[src/rtl/mux8_arb_pkg.sv]
// Shared definitions for the round-robin select controller of the 8:1 mux.
// Contents: requester count, select width, FSM state encodings and a
// rotate helper used by the round-robin picker.
package mux8_arb_pkg;

  localparam int N_REQ = 8;
  localparam int SEL_W = 3;

  localparam logic [1:0] ST_IDLE  = 2'd0;
  localparam logic [1:0] ST_GRANT = 2'd1;
  localparam logic [1:0] ST_GAP   = 2'd2;

  // Rotate an 8-bit vector right by s positions (bit s lands on bit 0).
  function automatic logic [7:0] rotr8(input logic [7:0] v, input logic [2:0] s);
    logic [15:0] d;
    d = {v, v} >> s;
    return d[7:0];
  endfunction

endpackage

[src/rtl/rr_pick8.sv]
// Combinational round-robin picker for eight requesters.
// Ports:
//   req   in  8  request vector
//   ptr   in  3  highest-priority index for this search
//   idx   out 3  first set request found at or after ptr (wrapping 7 -> 0)
//   found out 1  at least one request is set
module rr_pick8
  import mux8_arb_pkg::*;
(
  input  logic [N_REQ-1:0] req,
  input  logic [SEL_W-1:0] ptr,
  output logic [SEL_W-1:0] idx,
  output logic             found
);

  logic [N_REQ-1:0] rot_s;
  logic [SEL_W-1:0] off_s;

  // Rotate so ptr becomes bit 0, find the lowest set bit, then undo the rotation.
  always_comb begin
    rot_s = rotr8(req, ptr);
    off_s = 3'd0;
    found = |rot_s;
    // Scanning downward lets the lowest set bit be the last one written.
    for (int i = N_REQ - 1; i >= 0; i--) begin
      if (rot_s[i]) begin
        off_s = i[SEL_W-1:0];
      end else begin
        off_s = off_s;
      end
    end
    // 3-bit addition wraps modulo 8 naturally.
    idx = ptr + off_s;
  end

endmodule

[src/rtl/mux8_rr_sel_ctrl.sv]
// Round-robin arbiter and sequencer driving the select of a shared 8:1 mux.
// One requester at a time owns the mux for at most MAX_HOLD cycles; a dead
// cycle is inserted after every grant before a new select may be issued.
// Ports:
//   clk       in  1  rising-edge clock
//   rst_n     in  1  asynchronous active-low reset
//   en        in  1  allow new grants (a running grant always completes)
//   req       in  8  request vector, bit i asks for mux input i
//   mux_y     in  1  mux output fed back for capture
//   gnt       out 8  one-hot grant, zero when idle
//   sel       out 3  mux select, holds its last value when idle
//   sel_valid out 1  high while a grant is active
//   y_q       out 1  mux output captured on every GRANT cycle
module mux8_rr_sel_ctrl
  import mux8_arb_pkg::*;
#(
  parameter int MAX_HOLD = 16,
  parameter int HOLD_W   = 5
) (
  input  logic             clk,
  input  logic             rst_n,
  input  logic             en,
  input  logic [N_REQ-1:0] req,
  input  logic             mux_y,
  output logic [N_REQ-1:0] gnt,
  output logic [SEL_W-1:0] sel,
  output logic             sel_valid,
  output logic             y_q
);

  logic [1:0]        state_r;
  logic [1:0]        next_state_s;
  logic [SEL_W-1:0]  ptr_r;
  logic [HOLD_W-1:0] hold_cnt_r;

  logic [SEL_W-1:0]  pick_idx_s;
  logic              pick_found_s;
  logic              start_s;
  logic              release_s;

  logic [N_REQ-1:0]  gnt_n_s;
  logic [SEL_W-1:0]  sel_n_s;
  logic              sel_valid_n_s;
  logic              y_q_n_s;
  logic [SEL_W-1:0]  ptr_n_s;
  logic [HOLD_W-1:0] hold_cnt_n_s;

  rr_pick8 u_pick (
    .req   (req),
    .ptr   (ptr_r),
    .idx   (pick_idx_s),
    .found (pick_found_s)
  );

  // Grant start and release conditions shared by both combinational processes.
  always_comb begin
    start_s   = en && pick_found_s;
    // Owner dropped its request, or it has used its last allowed cycle.
    release_s = !req[sel] || (hold_cnt_r == HOLD_W'(MAX_HOLD - 1));
  end

  // State register plus registered outputs and datapath.
  always_ff @(posedge clk or negedge rst_n) begin
    if (!rst_n) begin
      state_r    <= ST_IDLE;
      ptr_r      <= 3'd0;
      hold_cnt_r <= {HOLD_W{1'b0}};
      gnt        <= 8'd0;
      sel        <= 3'd0;
      sel_valid  <= 1'b0;
      y_q        <= 1'b0;
    end else begin
      state_r    <= next_state_s;
      ptr_r      <= ptr_n_s;
      hold_cnt_r <= hold_cnt_n_s;
      gnt        <= gnt_n_s;
      sel        <= sel_n_s;
      sel_valid  <= sel_valid_n_s;
      y_q        <= y_q_n_s;
    end
  end

  // Next-state logic.
  always_comb begin
    next_state_s = ST_IDLE;
    case (state_r)
      ST_IDLE: begin
        if (start_s) begin
          next_state_s = ST_GRANT;
        end else begin
          next_state_s = ST_IDLE;
        end
      end
      ST_GRANT: begin
        if (release_s) begin
          next_state_s = ST_GAP;
        end else begin
          next_state_s = ST_GRANT;
        end
      end
      ST_GAP:  next_state_s = ST_IDLE;
      default: next_state_s = ST_IDLE;
    endcase
  end

  // Next values of outputs, pointer and hold counter.
  always_comb begin
    gnt_n_s       = gnt;
    sel_n_s       = sel;
    sel_valid_n_s = sel_valid;
    y_q_n_s       = y_q;
    ptr_n_s       = ptr_r;
    hold_cnt_n_s  = hold_cnt_r;
    case (state_r)
      ST_IDLE: begin
        if (start_s) begin
          gnt_n_s       = 8'd1 << pick_idx_s;
          sel_n_s       = pick_idx_s;
          sel_valid_n_s = 1'b1;
          hold_cnt_n_s  = {HOLD_W{1'b0}};
        end else begin
          gnt_n_s       = 8'd0;
          sel_valid_n_s = 1'b0;
        end
      end
      ST_GRANT: begin
        y_q_n_s = mux_y;
        if (release_s) begin
          gnt_n_s       = 8'd0;
          sel_valid_n_s = 1'b0;
          ptr_n_s       = sel + 3'd1;
          // Cleared rather than incremented so it never reaches MAX_HOLD.
          hold_cnt_n_s  = {HOLD_W{1'b0}};
        end else begin
          hold_cnt_n_s  = hold_cnt_r + {{(HOLD_W-1){1'b0}}, 1'b1};
        end
      end
      ST_GAP: begin
        gnt_n_s       = 8'd0;
        sel_valid_n_s = 1'b0;
      end
      default: begin
        // Illegal encoding: drop any grant while returning to IDLE.
        gnt_n_s       = 8'd0;
        sel_valid_n_s = 1'b0;
        hold_cnt_n_s  = {HOLD_W{1'b0}};
      end
    endcase
  end

endmodule

[config.mk]
export PLATFORM = sky130hd
export DESIGN_NAME = mux8_rr_sel_ctrl
export DESIGN_NICKNAME = d
export VERILOG_FILES = /design/src/rtl/mux8_arb_pkg.sv /design/src/rtl/rr_pick8.sv /design/src/rtl/mux8_rr_sel_ctrl.sv
export SDC_FILE = /design/constraint.sdc
export NUM_CORES = 1
export LEC_CHECK = 0
export CORE_ASPECT_RATIO = 0.9
export CORE_MARGIN = 1.5
export CORE_UTILIZATION = 50
export DETAILED_ROUTE_END_ITERATION = 6
export PLACE_DENSITY = 0.74
export SYNTH_ARGS = -nofsm -noshare
export SYNTH_HDL_FRONTEND = slang
export SYNTH_SLANG_ARGS = --single-unit
[constraint.sdc]
create_clock -name clk -period 3.3 [get_ports clk]
set_input_delay 0.825 -clock clk [delete_from_list [all_inputs] [get_ports clk]]
set_output_delay 0.825 -clock clk [all_outputs]
set_load 0.05 [all_outputs]
==> results.toml <==
[die]
die_footprint_um2 = 3890
core_area_um2 = 3380
initial_utilization = 0.521
num_io_pins = 25
chipWidth_um = 65.6
row_count = 20
die_height_um = 59.3

[finish]
total_area_of_multi_input_combinational_cells_um2 = 1160
layout.nets = 242
area.growth.synth_to_final_pct = 38.1
n_antenna_cell = 0
layout.area.seq_um2 = 578
n_fill_cell = 238
fraction_of_final_layout_cells_with_drive_strength_greater_than_1 = 0.402

[clock_tree]
htree_levels = 1
clk_latency_worst_skew_pair_ns = 0.27
clk_transition_reported_paths_ns = 0.08
cts_buffers = 3
cts_root_buf = "sky130_fd_sc_hd__clkbuf_8"
tritoncts = "built"
worst_case_clock_buffer_depth = 2
clock_sinks = 23

[power]
vdd_ir_drop_max_v = 0.000651
power_frac_seq = 0.194
pwr-share-clk = 0.064
p_per_area_nw_per_um2 = 1120
total_power_uw = 2720
net-switching-power_uw = 1300
static-leakage-power_uw = 0.00102
internal_pwr_total_uw = 1430
combinational_power_share = 0.741
p_sw_frac = 0.475

[detailed_routing]
initialDrtViolationCount = 174
drt-wirelength-per-cell_um = 18.7
antenna_violating_nets_post_route = 0
drc = 0
first_drt_pass_iteration_count = 4
drt-total-wl_mm = 5.02
detailroute.via_count = 1683
viasPerCell = 6.28

[yosys]
post_synthesis_compound_gate_area_fraction = 0.121
cell_accounting_for_the_most_synthesized_area = "sky130_fd_sc_hd__dfrtp_1"
largest_family_of_logic_cells_by_synthesized_area = "simple AND/OR/NAND/NOR gates"
synth.top_cells.by_area = "sky130_fd_sc_hd__dfrtp_1, sky130_fd_sc_hd__mux4_2, sky130_fd_sc_hd__nor3_1"
yosys.cell_types.count = 47
synth_mux_area_frac = 0.188
total_nets_after_synthesis = 190
seq_area_frac_synth = 0.327
number_of_register_bits_inferred_by_synthesis = 23
syn-cell-area_um2 = 1760
synthesis.yosys.warnings = 0
yosys.area_share.xor_xnor = 0.0192
synthCells = 173
synthFlopType = "sky130_fd_sc_hd__dfrtp_1"
syn_avg_cell_area_um2 = 10.2
synth.top_cell.area_share = 0.327
synth_edf_count = 0
synthAdderAreaFrac = 0.0398
synth_async_sr_flop_share = 1.00
fraction_of_the_mapped_netlist_area_in_simple_logic_gates = 0.246

[sta]
final_hold_vios = 0
worst_slew_margin_rel = 0.380
max_freq_mhz = 299
timing.final.crit_period_ns = 3.34
timing.final.crit_share = 1.01
finClkSkew_ns = 0.00925
grt_setup_unrepaired = "true"
number_of_slew_limit_violations_in_the_final_report = 0
finalWorstSetupSlack_ns = -0.0393
worstMarginPinSlew_ns = 0.926
worst_hold_slack_ns = 0.496
final_setup_vio_count = 3

[critical_path]
worstPathArrival_ns = 3.49
path_max_fanout = 8
cp_slowest_cell = "sky130_fd_sc_hd__mux4_2"
path_buf_inv = 4
path_cells = "buf_6, buf_4, mux4_2, a21oi_1, a21oi_1, a31oi_1, ha_2, inv_2, fa_2, xor2_2, xnor2_2, buf_4, a32o_1"
start_kind = "input port"
critPathKind = "in -> reg"
critPathMaxStageDelay_ns = 0.52
critPathTopFamily = "compound AO/OA/AOI/OAI gates"
end_kind = "flop"
worstPathRequired_ns = 3.45

[global_routing]
first_global_vias = 1677
antenna_found_initial = 0
globalRoute.busiestLayer = "met2"
met2_use_gr = 0.456
grtUsageMet3 = 0.0475
grt_use_total = 0.260
grt_pass1_wl_mm = 7.71
globalRouteMet1Util = 0.334
grt.overflow.total = 0
grt_max_degree = 24

[placement]
port-buffer-count = 24
hpwlAfterDp_mm = 3.33
gp_routability_congestion = 0.806

[run_status]
violations = "negative setup slack"
outcome = "finished with violations"

[worst_hold_path]
hp-class = "reg -> reg"

[job]
cap_violations = 0
==> cell usage after synthesis (2+ instances only) <==
library cell	n
sky130_fd_sc_hd__o31ai_1	2
sky130_fd_sc_hd__buf_2	11
sky130_fd_sc_hd__nor2_1	10
sky130_fd_sc_hd__a32o_1	2
sky130_fd_sc_hd__or4_4	2
sky130_fd_sc_hd__nand2_1	12
sky130_fd_sc_hd__dfrtp_1	23
sky130_fd_sc_hd__ha_1	4
sky130_fd_sc_hd__o21ai_0	5
sky130_fd_sc_hd__mux2_2	2
sky130_fd_sc_hd__a21oi_1	2
sky130_fd_sc_hd__inv_1	6
sky130_fd_sc_hd__nand2b_1	3
sky130_fd_sc_hd__a21o_1	2
sky130_fd_sc_hd__a22o_1	4
sky130_fd_sc_hd__nor3_1	21
sky130_fd_sc_hd__mux4_2	10
sky130_fd_sc_hd__nor3b_2	6
sky130_fd_sc_hd__and3_1	2
sky130_fd_sc_hd__clkbuf_1	2
sky130_fd_sc_hd__nand3_1	2
sky130_fd_sc_hd__nor3b_1	2
sky130_fd_sc_hd__o21ai_1	4
sky130_fd_sc_hd__nor2b_1	3
sky130_fd_sc_hd__mux2i_1	3
sky130_fd_sc_hd__nor4_1	7
==> per-layer routing <==
layer / wire length [um] / share of wire
met5: 0 / 0
met1: 2060 / 0.41
met4: 45 / 0.0090
met3: 249 / 0.050
met2: 2660 / 0.53
==> timing repair <==
action                     in CTS  in global routing
pin swaps                       9                 10
hold buffers                    0                  0
setup endpoints to repair      10                  9
buffers inserted                8                  2
gates resized for setup        60                 13
hold endpoints to repair        0                  0
==> metrics by stage <==
stage / setup TNS (ns) / instance area (um2) / worst slack (ns) / instances / util
after floorplan: 0 / 1760 / 0.00817 / 173 / -
after global placement: -5.34 / 2200 / -0.556 / 254 / 0.651
after detailed placement: -6.48 / 2200 / -0.670 / 254 / 0.651
after CTS: 0 / 2350 / 0.00791 / 266 / 0.697
after global routing: -0.211 / 2430 / -0.0672 / 268 / 0.720
final: -0.0842 / 2430 / -0.0393 / 268 / 0.720
==> placed cells by master, fill, tap and decap left out, drive strengths merged, types with 3 or more instances in the layout <==
| master | instances |
|---|---|
| nor4 | 7 |
| mux2 | 4 |
| nand2 | 12 |
| inv | 6 |
| nor2 | 10 |
| o21ai | 9 |
| nor3b | 8 |
| mux4 | 11 |
| buf | 46 |
| clkdlybuf4s50 | 16 |
| nand2b | 3 |
| a22o | 4 |
| nor2b | 3 |
| clkbuf | 3 |
| nor3 | 21 |
| ha | 4 |
| dfrtp | 23 |
| mux2i | 3 |
==> power groups by stage <==
stage | clock network [uW] | logic (uW) | registers (uW)
global placement | 0 | 1650 | 518
floorplan | 0 | 988 | 698
CTS | 177 | 1890 | 524
detailed placement | 0 | 1700 | 522
finish | 175 | 2020 | 530
global route | 188 | 2130 | 545
==> logic make-up after synthesis <==
group           count (synthesis)
simple gates                   74
compound gates                 29
flops                          23
buf+inv                        21
mux                            18
fa+ha+maj                       5
xor+xnor                        3
==> path summary, 6_finish.rpt <==
kind | cells past startpoint | end | startpoint | slack (ns)
min in group asynchronous | 2 | hold_cnt_r[1]$_DFFE_PN0P_ | rst_n | 0.90
worst min register to register | 1 | sel_valid$_DFFE_PN0N_ | sel_valid$_DFFE_PN0N_ | 0.50
max in group asynchronous | 2 | ptr_r[1]$_DFFE_PN0P_ | rst_n | 2.16
worst min-delay path | 1 | sel_valid$_DFFE_PN0N_ | sel_valid$_DFFE_PN0N_ | 0.50
worst max register to register | 13 | gnt[7]$_DFFE_PN0N_ | ptr_r[1]$_DFFE_PN0P_ | 0.08
worst max-delay path | 13 | gnt[7]$_DFFE_PN0N_ | req[0] | -0.04
==> layout make-up <==
type / instances / share of cell area
multi-input combinational: 129 / 0.475
sequential: 23 / 0.238
timing repair buffer: 62 / 0.237
tap: 44 / 0.0226
clock buffer: 3 / 0.0170
inverter: 6 / 0.00925
clock inverter: 1 / 0.00206
==> flip-flops by register name (all words and copies together), names as in the netlist <==
name	cells
gnt	8
sel_valid	1
y_q	1
hold_cnt_r	5
state_r	2
sel	3
ptr_r	3
No activity file was read; power rests on OpenSTA's default activity.
